**src/rtl/fp_div_seq.sv**
```systemverilog
// fp_div_seq: multi-cycle binary32 divider. A radix-2 restoring mantissa
// divider produces one quotient bit per clock. Special operands (zero,
// denormal, infinity, NaN) bypass the divider and finish one edge after
// accept. Both sides use valid/ready handshakes.
module fp_div_seq #(
    parameter int DATA_WIDTH = 32,
    parameter int EXP_WIDTH  = 8,
    parameter int MANT_WIDTH = 23,
    parameter int EXP_BIAS   = 127
) (
    input  logic                  in_clk,
    input  logic                  in_rst,
    input  logic                  in_valid,
    output logic                  out_ready,
    input  logic [DATA_WIDTH-1:0] in_numA,
    input  logic [DATA_WIDTH-1:0] in_numB,
    output logic                  out_valid,
    input  logic                  in_ready,
    output logic [DATA_WIDTH-1:0] out_result,
    output logic                  out_nv,
    output logic                  out_dz
);
    localparam int QW    = MANT_WIDTH + 2;      // quotient / remainder width
    localparam int EW    = EXP_WIDTH + 2;       // signed exponent working width
    localparam int CNT_W = $clog2(QW);
    localparam int EXP_HI = DATA_WIDTH - 2;

    localparam logic signed [EW-1:0] EXP_MAX  = EW'(2**EXP_WIDTH - 1);
    localparam logic signed [EW-1:0] EXP_ZERO = '0;
    localparam logic [DATA_WIDTH-1:0] QNAN =
        {1'b0, {EXP_WIDTH{1'b1}}, 1'b1, {(MANT_WIDTH-1){1'b0}}};

    typedef enum logic [2:0] {
        ST_IDLE = 3'd0,
        ST_SPEC = 3'd1,
        ST_DIV  = 3'd2,
        ST_NORM = 3'd3,
        ST_DONE = 3'd4
    } state_t;

    state_t                   state_r, state_n;
    logic [EXP_WIDTH-1:0]     a_exp_r, b_exp_r;
    logic [MANT_WIDTH-1:0]    a_frac_r, b_frac_r;
    logic                     sign_r;
    logic signed [EW-1:0]     exp_r;
    logic [QW-1:0]            rem_r, q_r;
    logic [CNT_W-1:0]         cnt_r;
    logic [DATA_WIDTH-1:0]    out_result_r;
    logic                     out_nv_r, out_dz_r, out_valid_r, out_ready_r;

    logic                     in_spec_s, accept_s, ge_s;
    logic [QW-1:0]            divisor_s, rem_next_s;
    logic signed [EW-1:0]     exp_adj_s;
    logic [MANT_WIDTH-1:0]    mant_s;
    logic [DATA_WIDTH-1:0]    norm_result_s, spec_result_s;
    logic                     spec_nv_s, spec_dz_s;
    logic                     a_nan_s, a_inf_s, a_zero_s, b_nan_s, b_inf_s, b_zero_s;

    assign accept_s  = in_valid & out_ready_r;
    assign in_spec_s = (in_numA[EXP_HI -: EXP_WIDTH] == '0) || (in_numA[EXP_HI -: EXP_WIDTH] == '1) ||
                       (in_numB[EXP_HI -: EXP_WIDTH] == '0) || (in_numB[EXP_HI -: EXP_WIDTH] == '1);
    assign divisor_s = {1'b0, 1'b1, b_frac_r};

    // One restoring-division step on the current partial remainder.
    always_comb begin
        ge_s       = (rem_r >= divisor_s);
        rem_next_s = rem_r << 1;
        if (ge_s) begin
            rem_next_s = (rem_r - divisor_s) << 1;
        end else begin
            rem_next_s = rem_r << 1;
        end
    end

    // Normalise the quotient, then saturate to inf or flush to zero out of range.
    always_comb begin
        exp_adj_s     = exp_r;
        mant_s        = q_r[QW-2:1];
        norm_result_s = '0;
        if (q_r[QW-1]) begin
            exp_adj_s = exp_r;
            mant_s    = q_r[QW-2:1];
        end else begin
            exp_adj_s = exp_r - EW'(1);
            mant_s    = q_r[QW-3:0];
        end
        if (exp_adj_s >= EXP_MAX) begin
            norm_result_s = {sign_r, {EXP_WIDTH{1'b1}}, {MANT_WIDTH{1'b0}}};
        end else if (exp_adj_s <= EXP_ZERO) begin
            norm_result_s = {sign_r, {(DATA_WIDTH-1){1'b0}}};
        end else begin
            norm_result_s = {sign_r, exp_adj_s[EXP_WIDTH-1:0], mant_s};
        end
    end

    // Classify latched operands and pick the special-case result (denormals count as zero).
    always_comb begin
        a_nan_s  = (a_exp_r == '1) && (a_frac_r != '0);
        a_inf_s  = (a_exp_r == '1) && (a_frac_r == '0);
        a_zero_s = (a_exp_r == '0);
        b_nan_s  = (b_exp_r == '1) && (b_frac_r != '0);
        b_inf_s  = (b_exp_r == '1) && (b_frac_r == '0);
        b_zero_s = (b_exp_r == '0);
        spec_result_s = '0;
        spec_nv_s     = 1'b0;
        spec_dz_s     = 1'b0;
        if (a_nan_s || b_nan_s || (a_zero_s && b_zero_s) || (a_inf_s && b_inf_s)) begin
            spec_result_s = QNAN;
            spec_nv_s     = 1'b1;
        end else if (a_inf_s) begin
            spec_result_s = {sign_r, {EXP_WIDTH{1'b1}}, {MANT_WIDTH{1'b0}}};
        end else if (b_zero_s) begin
            spec_result_s = {sign_r, {EXP_WIDTH{1'b1}}, {MANT_WIDTH{1'b0}}};
            spec_dz_s     = 1'b1;
        end else begin
            // Remaining cases are 0/finite and finite/inf: signed zero.
            spec_result_s = {sign_r, {(DATA_WIDTH-1){1'b0}}};
        end
    end

    // Next-state logic of the sequencer.
    always_comb begin
        state_n = state_r;
        case (state_r)
            ST_IDLE: begin
                if (accept_s) begin
                    if (in_spec_s) begin
                        state_n = ST_SPEC;
                    end else begin
                        state_n = ST_DIV;
                    end
                end else begin
                    state_n = ST_IDLE;
                end
            end
            ST_SPEC: state_n = ST_DONE;
            ST_DIV: begin
                if (cnt_r == CNT_W'(QW-1)) begin
                    state_n = ST_NORM;
                end else begin
                    state_n = ST_DIV;
                end
            end
            ST_NORM: state_n = ST_DONE;
            ST_DONE: begin
                if (in_ready) begin
                    state_n = ST_IDLE;
                end else begin
                    state_n = ST_DONE;
                end
            end
            default: state_n = ST_IDLE;
        endcase
    end

    // State register.
    always_ff @(posedge in_clk) begin
        if (in_rst) begin
            state_r <= ST_IDLE;
        end else begin
            state_r <= state_n;
        end
    end

    // Handshake outputs registered from the next state.
    always_ff @(posedge in_clk) begin
        if (in_rst) begin
            out_ready_r <= 1'b1;
            out_valid_r <= 1'b0;
        end else begin
            out_ready_r <= (state_n == ST_IDLE);
            out_valid_r <= (state_n == ST_DONE);
        end
    end

    // Operand capture, divider iterations and result registers.
    always_ff @(posedge in_clk) begin
        if (in_rst) begin
            a_exp_r      <= '0;
            a_frac_r     <= '0;
            b_exp_r      <= '0;
            b_frac_r     <= '0;
            sign_r       <= 1'b0;
            exp_r        <= '0;
            rem_r        <= '0;
            q_r          <= '0;
            cnt_r        <= '0;
            out_result_r <= '0;
            out_nv_r     <= 1'b0;
            out_dz_r     <= 1'b0;
        end else begin
            case (state_r)
                ST_IDLE: begin
                    if (accept_s) begin
                        a_exp_r  <= in_numA[EXP_HI -: EXP_WIDTH];
                        a_frac_r <= in_numA[MANT_WIDTH-1:0];
                        b_exp_r  <= in_numB[EXP_HI -: EXP_WIDTH];
                        b_frac_r <= in_numB[MANT_WIDTH-1:0];
                        sign_r   <= in_numA[DATA_WIDTH-1] ^ in_numB[DATA_WIDTH-1];
                        exp_r    <= EW'({2'b00, in_numA[EXP_HI -: EXP_WIDTH]}) -
                                    EW'({2'b00, in_numB[EXP_HI -: EXP_WIDTH]}) + EW'(EXP_BIAS);
                        rem_r    <= {1'b0, 1'b1, in_numA[MANT_WIDTH-1:0]};
                        q_r      <= '0;
                        cnt_r    <= '0;
                    end
                end
                ST_DIV: begin
                    rem_r <= rem_next_s;
                    q_r   <= {q_r[QW-2:0], ge_s};
                    cnt_r <= cnt_r + CNT_W'(1);
                end
                ST_NORM: begin
                    out_result_r <= norm_result_s;
                    out_nv_r     <= 1'b0;
                    out_dz_r     <= 1'b0;
                end
                ST_SPEC: begin
                    out_result_r <= spec_result_s;
                    out_nv_r     <= spec_nv_s;
                    out_dz_r     <= spec_dz_s;
                end
                ST_DONE: begin
                    out_result_r <= out_result_r;
                end
                default: begin
                    cnt_r <= '0;
                end
            endcase
        end
    end

    assign out_ready  = out_ready_r;
    assign out_valid  = out_valid_r;
    assign out_result = out_result_r;
    assign out_nv     = out_nv_r;
    assign out_dz     = out_dz_r;
endmodule
```
**config.mk**
```make
export PLATFORM = sky130hd
export DESIGN_NAME = fp_div_seq
export DESIGN_NICKNAME = d
export VERILOG_FILES = /design/src/rtl/fp_div_seq.sv
export SDC_FILE = /design/constraint.sdc
export NUM_CORES = 1
export LEC_CHECK = 0
export CELL_PAD_IN_SITES_DETAIL_PLACEMENT = 1
export CELL_PAD_IN_SITES_GLOBAL_PLACEMENT = 2
export CORE_UTILIZATION = 33
export DETAILED_ROUTE_END_ITERATION = 10
export PLACE_DENSITY = 0.88
export SLEW_MARGIN = 20
export SYNTH_ARGS = -nofsm -noshare
export SYNTH_HDL_FRONTEND = slang
export SYNTH_SLANG_ARGS = --single-unit
```
**constraint.sdc**
```tcl
create_clock -name in_clk -period 2.87 [get_ports in_clk]
set_input_delay 0.574 -clock in_clk [delete_from_list [all_inputs] [get_ports in_clk]]
set_output_delay 0.574 -clock in_clk [all_outputs]
set_load 0.02 [all_outputs]
```
==> results of run 1 <==
## worst max-delay path: stages (launching register included)
cell	delay, ns
dfxtp_2	0.36
inv_1	0.05
ha_1	0.30
nor2b_1	0.15
o31a_1	0.27
o31a_1	0.30
o31a_1	0.34
buf_4	0.16
a211o_1	0.27
a21oi_2	0.17
mux2i_1	0.21
nor2_1	0.06
## final timing paths
| kind | from | end | slack (ns) | cells past startpoint |
|---|---|---|---|---|
| hold / removal | out_result[11]$_SDFFE_PP0P_ | out_result[11]$_SDFFE_PP0P_ | 0.45 | 2 |
| hold reg to reg | out_result[11]$_SDFFE_PP0P_ | out_result[11]$_SDFFE_PP0P_ | 0.45 | 2 |
| setup reg to reg | b_frac_r[1]$_SDFFE_PP0P_ | rem_r[20]$_SDFFE_PP0P_ | 0.11 | 11 |
| setup / recovery | b_frac_r[1]$_SDFFE_PP0P_ | rem_r[20]$_SDFFE_PP0P_ | 0.11 | 11 |
## cell families after synthesis
family,Yosys count,share of synthesized area (%)
AO/OA/AOI/OAI,317,21.4
XOR/XNOR,38,3.84
adder cells (fa/ha/maj),37,5.51
buffers and inverters,109,5.08
flip-flops,167,38.5
multiplexers,29,3.35
AND/OR/NAND/NOR,429,22.3
## layout make-up
| class | instances | area, um2 | area share, % |
|---|---|---|---|
| Tap cell | 330 | 413 | 3.71 |
| Multi-Input combinational cell | 850 | 4970 | 44.7 |
| Sequential cell | 167 | 3350 | 30.1 |
| Timing Repair Buffer | 174 | 1600 | 14.4 |
| Inverter | 40 | 150 | 1.35 |
| Clock inverter | 15 | 214 | 1.92 |
| Clock buffer | 17 | 425 | 3.82 |
## cells in the mapped netlist, types with 4 or more instances
library cell  instances  share of area, %
nor3_1               14              0.81
inv_1                40               1.7
a211oi_1             12               1.0
xor2_1               16               1.6
o211ai_1              7              0.61
buf_2                 4              0.23
ha_1                 35               5.0
buf_1                 8              0.35
a31oi_1               8              0.58
o31ai_1               4              0.35
or4_1                 4              0.35
nor4_1               21               1.5
nor2_1               61               2.6
nand3_1              32               1.8
o31a_1                6              0.61
nand4_1              17               1.2
a21boi_0              5              0.43
a21o_1                8              0.69
nand2_1             229               9.9
a21oi_1             162               9.3
o21a_1               10              0.87
nand2b_1              9              0.65
xnor2_1              22               2.2
dfxtp_1             167                39
clkbuf_1             53               2.3
nand4b_1              4              0.40
mux2i_1              29               3.3
or3_1                 8              0.58
nor2b_1               9              0.65
o21ai_0              60               3.5
and2_1                8              0.58
a31o_2                9              0.91
nand3b_1              5              0.43
## registers in the layout, summed over array words and instances (netlist names)
name and cells:
cnt_r 5, exp_r 10, out_ready 1, a_exp_r 8, a_frac_r 23, rem_r 25, out_valid 1, q_r 25
out_nv 1, out_dz 1, sign_r 1, b_exp_r 8, state_r 3, b_frac_r 23, out_result 32
## power breakdown
group	total [W]	switching [W]	internal [W]
Combinational	0.00219	0.00123	0.000961
Clock	0.00254	0.00106	0.00148
Sequential	0.00259	0.000131	0.00246
Total	0.00732	0.00242	0.00490
## stage by stage
stage | setup TNS [ns] | hold slack, ns | total power [W] | worst slack, ns | utilization (%)
floorplan | 0 | 0.436 | 0.00401 | 0.302 | -
global placement | -1.06 | 0.434 | 0.00470 | -0.339 | 40.8
detailed placement | -1.77 | 0.444 | 0.00474 | -0.436 | 40.8
CTS | 0 | 0.458 | 0.00730 | 0.0138 | 43.4
global route | -0.0786 | 0.477 | 0.00772 | -0.0543 | 43.7
finish | 0 | 0.454 | 0.00732 | 0.112 | 43.7
## per-layer routing
layer | share of wire, % | wire, um | vias up | GRT usage [%]
met5 | 0 | 0 | - | 0
met4 | 2.0 | 534 | 0 | 6.65
met3 | 2.7 | 712 | 36 | 2.65
met2 | 48 | 12600 | 121 | 34.0
met1 | 47 | 12300 | 3980 | 25.6
li1 | - | - | 4190 | -
## placed cells by master (no fill, tap or decap), drive strengths merged, types with 10 or more instances in the layout
master	n
nand4	17
nor4	21
buf	72
xnor2	22
clkbuf	17
a211oi	12
nand3	32
clkdlybuf4s50	102
ha	35
a21oi	162
mux2i	29
nor2	61
o21ai	61
dfxtp	167
xor2	16
inv	47
o21a	10
nor3	14
nand2	229
## timing repair
action	in CTS	in global routing
resized for setup	1	18
setup endpoints to repair	2	29
setup buffers	0	1
pin swaps	0	3
gates cloned	0	0
==> impl_metrics.py, run 1 <==
metrics = {
    "sta": {
        "worstMarginPinSlew_ns": 0.545,
        "fin_crit_ns": 2.76,
        "max_freq_ghz": 0.363,
        "slew_viol_final": 0,
        "setup_viol": 0,
        "fin_skew_ns": 0.0135,
        "maxSlewHeadroom_pct": 63.3,
        "min_period_over_period_pct": 96.1,
        "hold_viol_final": 0,
        "rsz0062_at_grt": "true",
    },
    "synth": {
        "synth-main-ff-cell": "dfxtp_1",
        "postSynthCellCount": 1126,
        "yosysUniqueCellTypes": 58,
        "synth_edf_count": 0,
        "synth_fp_nets": 1231,
        "syn_area_per_cell_um2": 7.71,
        "synth_seq_cells": 167,
        "ys_warn_count": 0,
        "yosysSeqAreaShare_pct": 38.5,
        "async_flop_share_pct": 0,
        "syn_area_um2": 8680,
    },
    "cts": {
        "cts_tree": "built",
        "clock-sinks": 167,
        "clock_path_buffers": 2,
        "cts_buffers": 17,
        "cts.clk_slew.worst_paths_ns": 0.07,
        "clock-root-buffer": "clkbuf_16",
        "holdBufCountCts": 0,
        "cts_htree_levels": 4,
        "insertion_delay_ns": 0.44,
    },
    "die": {
        "coreArea_um2": 25500,
        "start_util_pct": 34.1,
        "ios": 104,
        "die_h_um": 164,
        "dieArea_um2": 26900,
        "die_w_um": 164,
        "rows": 58,
    },
    "route": {
        "drtIter0Drc": 380,
        "vias": 8327,
        "drc": 0,
        "firstDrtPassIters": 5,
        "wl_per_cell_um": 16.4,
        "via_per_inst": 5.23,
        "ant_nets": 0,
        "drt_wl_total_mm": 26.2,
    },
    "placed_design": {
        "gp_congestion": 0.845,
        "dp.cells": 1560,
        "port_buffers": 103,
        "hpwl_mm": 19.1,
        "dpl_cell_area_um2": 10400,
    },
    "finish": {
        "n_antenna_cell": 0,
        "fin_area_um2": 11100,
        "syn2layout_area_growth_pct": 28.2,
        "fin_cells": 1593,
        "drive_gt1_share_pct": 10.6,
        "fillers": 3047,
        "fin_nets": 1355,
    },
    "grt": {
        "grt_pass1_wl_mm": 42.2,
        "track_usage_pct": 19.9,
        "grt_pass1_vias": 8318,
        "grt-ovfl-total": 0,
        "grt_max_degree": 84,
        "antenna_found_initial": 0,
    },
    "power_and_ir_drop": {
        "irDropWorstVdd_mv": 0.373,
        "p_leak_nw": 4.06,
        "p_per_area_nw_per_um2": 658,
    },
    "run": {
        "cap_violations": 0,
    },
    "setup_path": {
        "endpoint_kind": "flop",
        "worstPathRequired_ns": 3.19,
        "critPathKind": "reg -> reg",
        "arrival_ns": 3.08,
        "startpoint_type": "flop",
        "crit_fanout": 3,
    },
    "status": {
        "run_status": "complete, no violations",
    },
    "worst_hold_path": {
        "hp-class": "reg -> reg",
    },
}
Note: power is estimated with default switching activity, not from simulation.
==> run 2: changes to the inputs <==
Settings changed: SKIP_CTS_REPAIR_TIMING from default to 1, SLEW_MARGIN 20 to default.
==> run 2 against run 1 <==
- worst hold slack is essentially flat
- utilization grew 0.089 points
- combinational power is essentially flat
- non-clock buffer count is the same
- critical path type unchanged
- critical endpoint is now rem_r[19]$_SDFFE_PP0P_
==> impl_metrics.py, run 2 (same netlist as run 1, synthesis figures left out) <==
metrics = {
    "status": {
        "run_status": "complete, no violations",
    },
    "route": {
        "via_per_inst": 5.24,
        "top_layer_used": "met4",
        "drt_wl_total_mm": 26.2,
        "ant_nets": 0,
        "drtIter0Drc": 344,
        "vias": 8349,
        "drc": 0,
        "wl_met1_mm": 12.1,
        "wl_per_cell_um": 16.4,
        "firstDrtPassIters": 5,
        "wl_met2_mm": 12.7,
        "route.met3.wl_um": 954,
    },
    "cts": {
        "cts.clk_slew.worst_paths_ns": 0.08,
        "insertion_delay_ns": 0.44,
        "clock-sinks": 167,
        "cts_buffers": 17,
        "cts_htree_levels": 4,
        "clock-root-buffer": "clkbuf_16",
        "cts_tree": "built",
        "clock_path_buffers": 2,
    },
    "grt": {
        "grt-ovfl-total": 0,
        "antenna_found_initial": 0,
        "grt_pass1_vias": 8316,
        "grt_max_degree": 84,
        "track_usage_pct": 19.9,
        "grt_pass1_wl_mm": 42.2,
    },
    "run": {
        "cap_violations": 0,
    },
    "setup_path": {
        "crit-reg2reg-launch": "b_frac_r[6]$_SDFFE_PP0P_",
        "timing.rr.end": "rem_r[19]$_SDFFE_PP0P_",
        "worstPathRequired_ns": 3.17,
        "startpoint_type": "flop",
        "r2r_cells": 11,
        "crit_fanout": 5,
        "endpoint_kind": "flop",
        "critPathKind": "reg -> reg",
        "arrival_ns": 3.10,
        "reg2reg_slack_ns": 0.07,
    },
    "worst_hold_path": {
        "worstHoldStart": "out_result[11]$_SDFFE_PP0P_",
        "whs_path_depth": 2,
        "hold_end": "out_result[11]$_SDFFE_PP0P_",
        "hp-class": "reg -> reg",
    },
    "placed_design": {
        "hpwl_mm": 19.1,
        "gp_congestion": 0.845,
        "dpl_worst_slack_ns": -0.436,
        "port_buffers": 103,
    },
    "sta": {
        "worstMarginPinSlew_ns": 0.486,
        "maxSlewHeadroom_pct": 67.3,
        "hold_viol_final": 0,
        "fin_skew_ns": 0.0208,
        "min_period_over_period_pct": 97.5,
        "max_freq_ghz": 0.357,
        "slew_viol_final": 0,
        "setup_viol": 0,
        "fin_crit_ns": 2.80,
        "rsz0062_at_grt": "true",
        "worst_slack_ns": 0.0711,
    },
    "finish": {
        "largest_register_ffs": 32,
        "layout_commonest_cell": "nand2_1",
        "drive_gt1_share_pct": 10.8,
        "fin_nets": 1355,
        "n_antenna_cell": 0,
        "syn2layout_area_growth_pct": 28.5,
        "post-route-util_pct": 43.8,
        "mostFrequentLayoutCells": "229 x nand2_1, 164 x dfxtp_1, 159 x a21oi_1",
    },
    "die": {
        "die_h_um": 164,
        "coreArea_um2": 25500,
        "start_util_pct": 34.1,
        "dieArea_um2": 26900,
        "rows": 58,
        "die_w_um": 164,
        "ios": 104,
    },
    "power_and_ir_drop": {
        "p_per_area_nw_per_um2": 657,
        "p_leak_nw": 4.07,
        "irDropWorstVdd_mv": 0.373,
    },
}
run 2: cell counts in the layout (fill, tap and decap cells not counted):
No cell type changed its count.
run 2: worst max-delay path by stage:
stage | startpoint | to | slack [ns] | cells past startpoint
6_report | b_frac_r[6]$_SDFFE_PP0P_ | rem_r[19]$_SDFFE_PP0P_ | 0.07 | 11
5_1_grt | b_frac_r[6]$_SDFFE_PP0P_ | rem_r[19]$_SDFFE_PP0P_ | -0.08 | 11
4_1_cts | b_frac_r[1]$_SDFFE_PP0P_ | rem_r[24]$_SDFFE_PP0P_ | -0.01 | 11
3_5_place_dp | in_numA[23] | exp_r[9]$_SDFFE_PP0P_ | -0.44 | 12
3_3_place_gp | in_numA[23] | exp_r[9]$_SDFFE_PP0P_ | -0.34 | 12
2_1_floorplan | in_numA[23] | exp_r[9]$_SDFFE_PP0P_ | 0.30 | 11
run 2: routing by layer:
layer / vias to the layer above / GRT usage, %
li1: 4194 / -
met1: 3999 / 25.6
met2: 128 / 34.0
met3: 28 / 2.65
met4: 0 / 6.65
met5: - / 0
run 2: layout make-up:
class,instances,area [um2]
clock inverters,15,214
flip-flops and latches,167,3350
inverters,40,150
fillers,3043,14300
repair buffers,174,1610
well taps,330,413
multi-input cells,850,4990
clock buffers,17,425
run 2: power breakdown:
part | internal [W] | leakage, nW | switching [W]
registers | 0.00246 | 1.36 | 0.000132
logic | 0.000969 | 2.39 | 0.00123
clock network | 0.00148 | 0.312 | 0.00105
run 2: per-stage QoR:
step                      area, um2  TNS, ns  cells  hold slack [ns]  power, W
after floorplan                8680        0   1126            0.436   0.00401
after global placement        10400    -1.06   1560            0.434   0.00470
after detailed placement      10400    -1.77   1560            0.444   0.00474
after CTS                     11000  -0.0194   1592            0.458   0.00730
after global routing          11100   -0.120   1593            0.477   0.00773
final                         11100        0   1593            0.454   0.00732
run 2: worst max-delay path, stage by stage, from the launching register on:
cell and delay [ns]:
dfxtp_1 0.35, inv_1 0.05, ha_1 0.36, and4_2 0.30, o21a_1 0.13, o31a_1 0.20
o31ai_1 0.10, buf_4 0.16, o211ai_1 0.35, buf_4 0.22, mux2i_1 0.31, a221oi_2 0.11
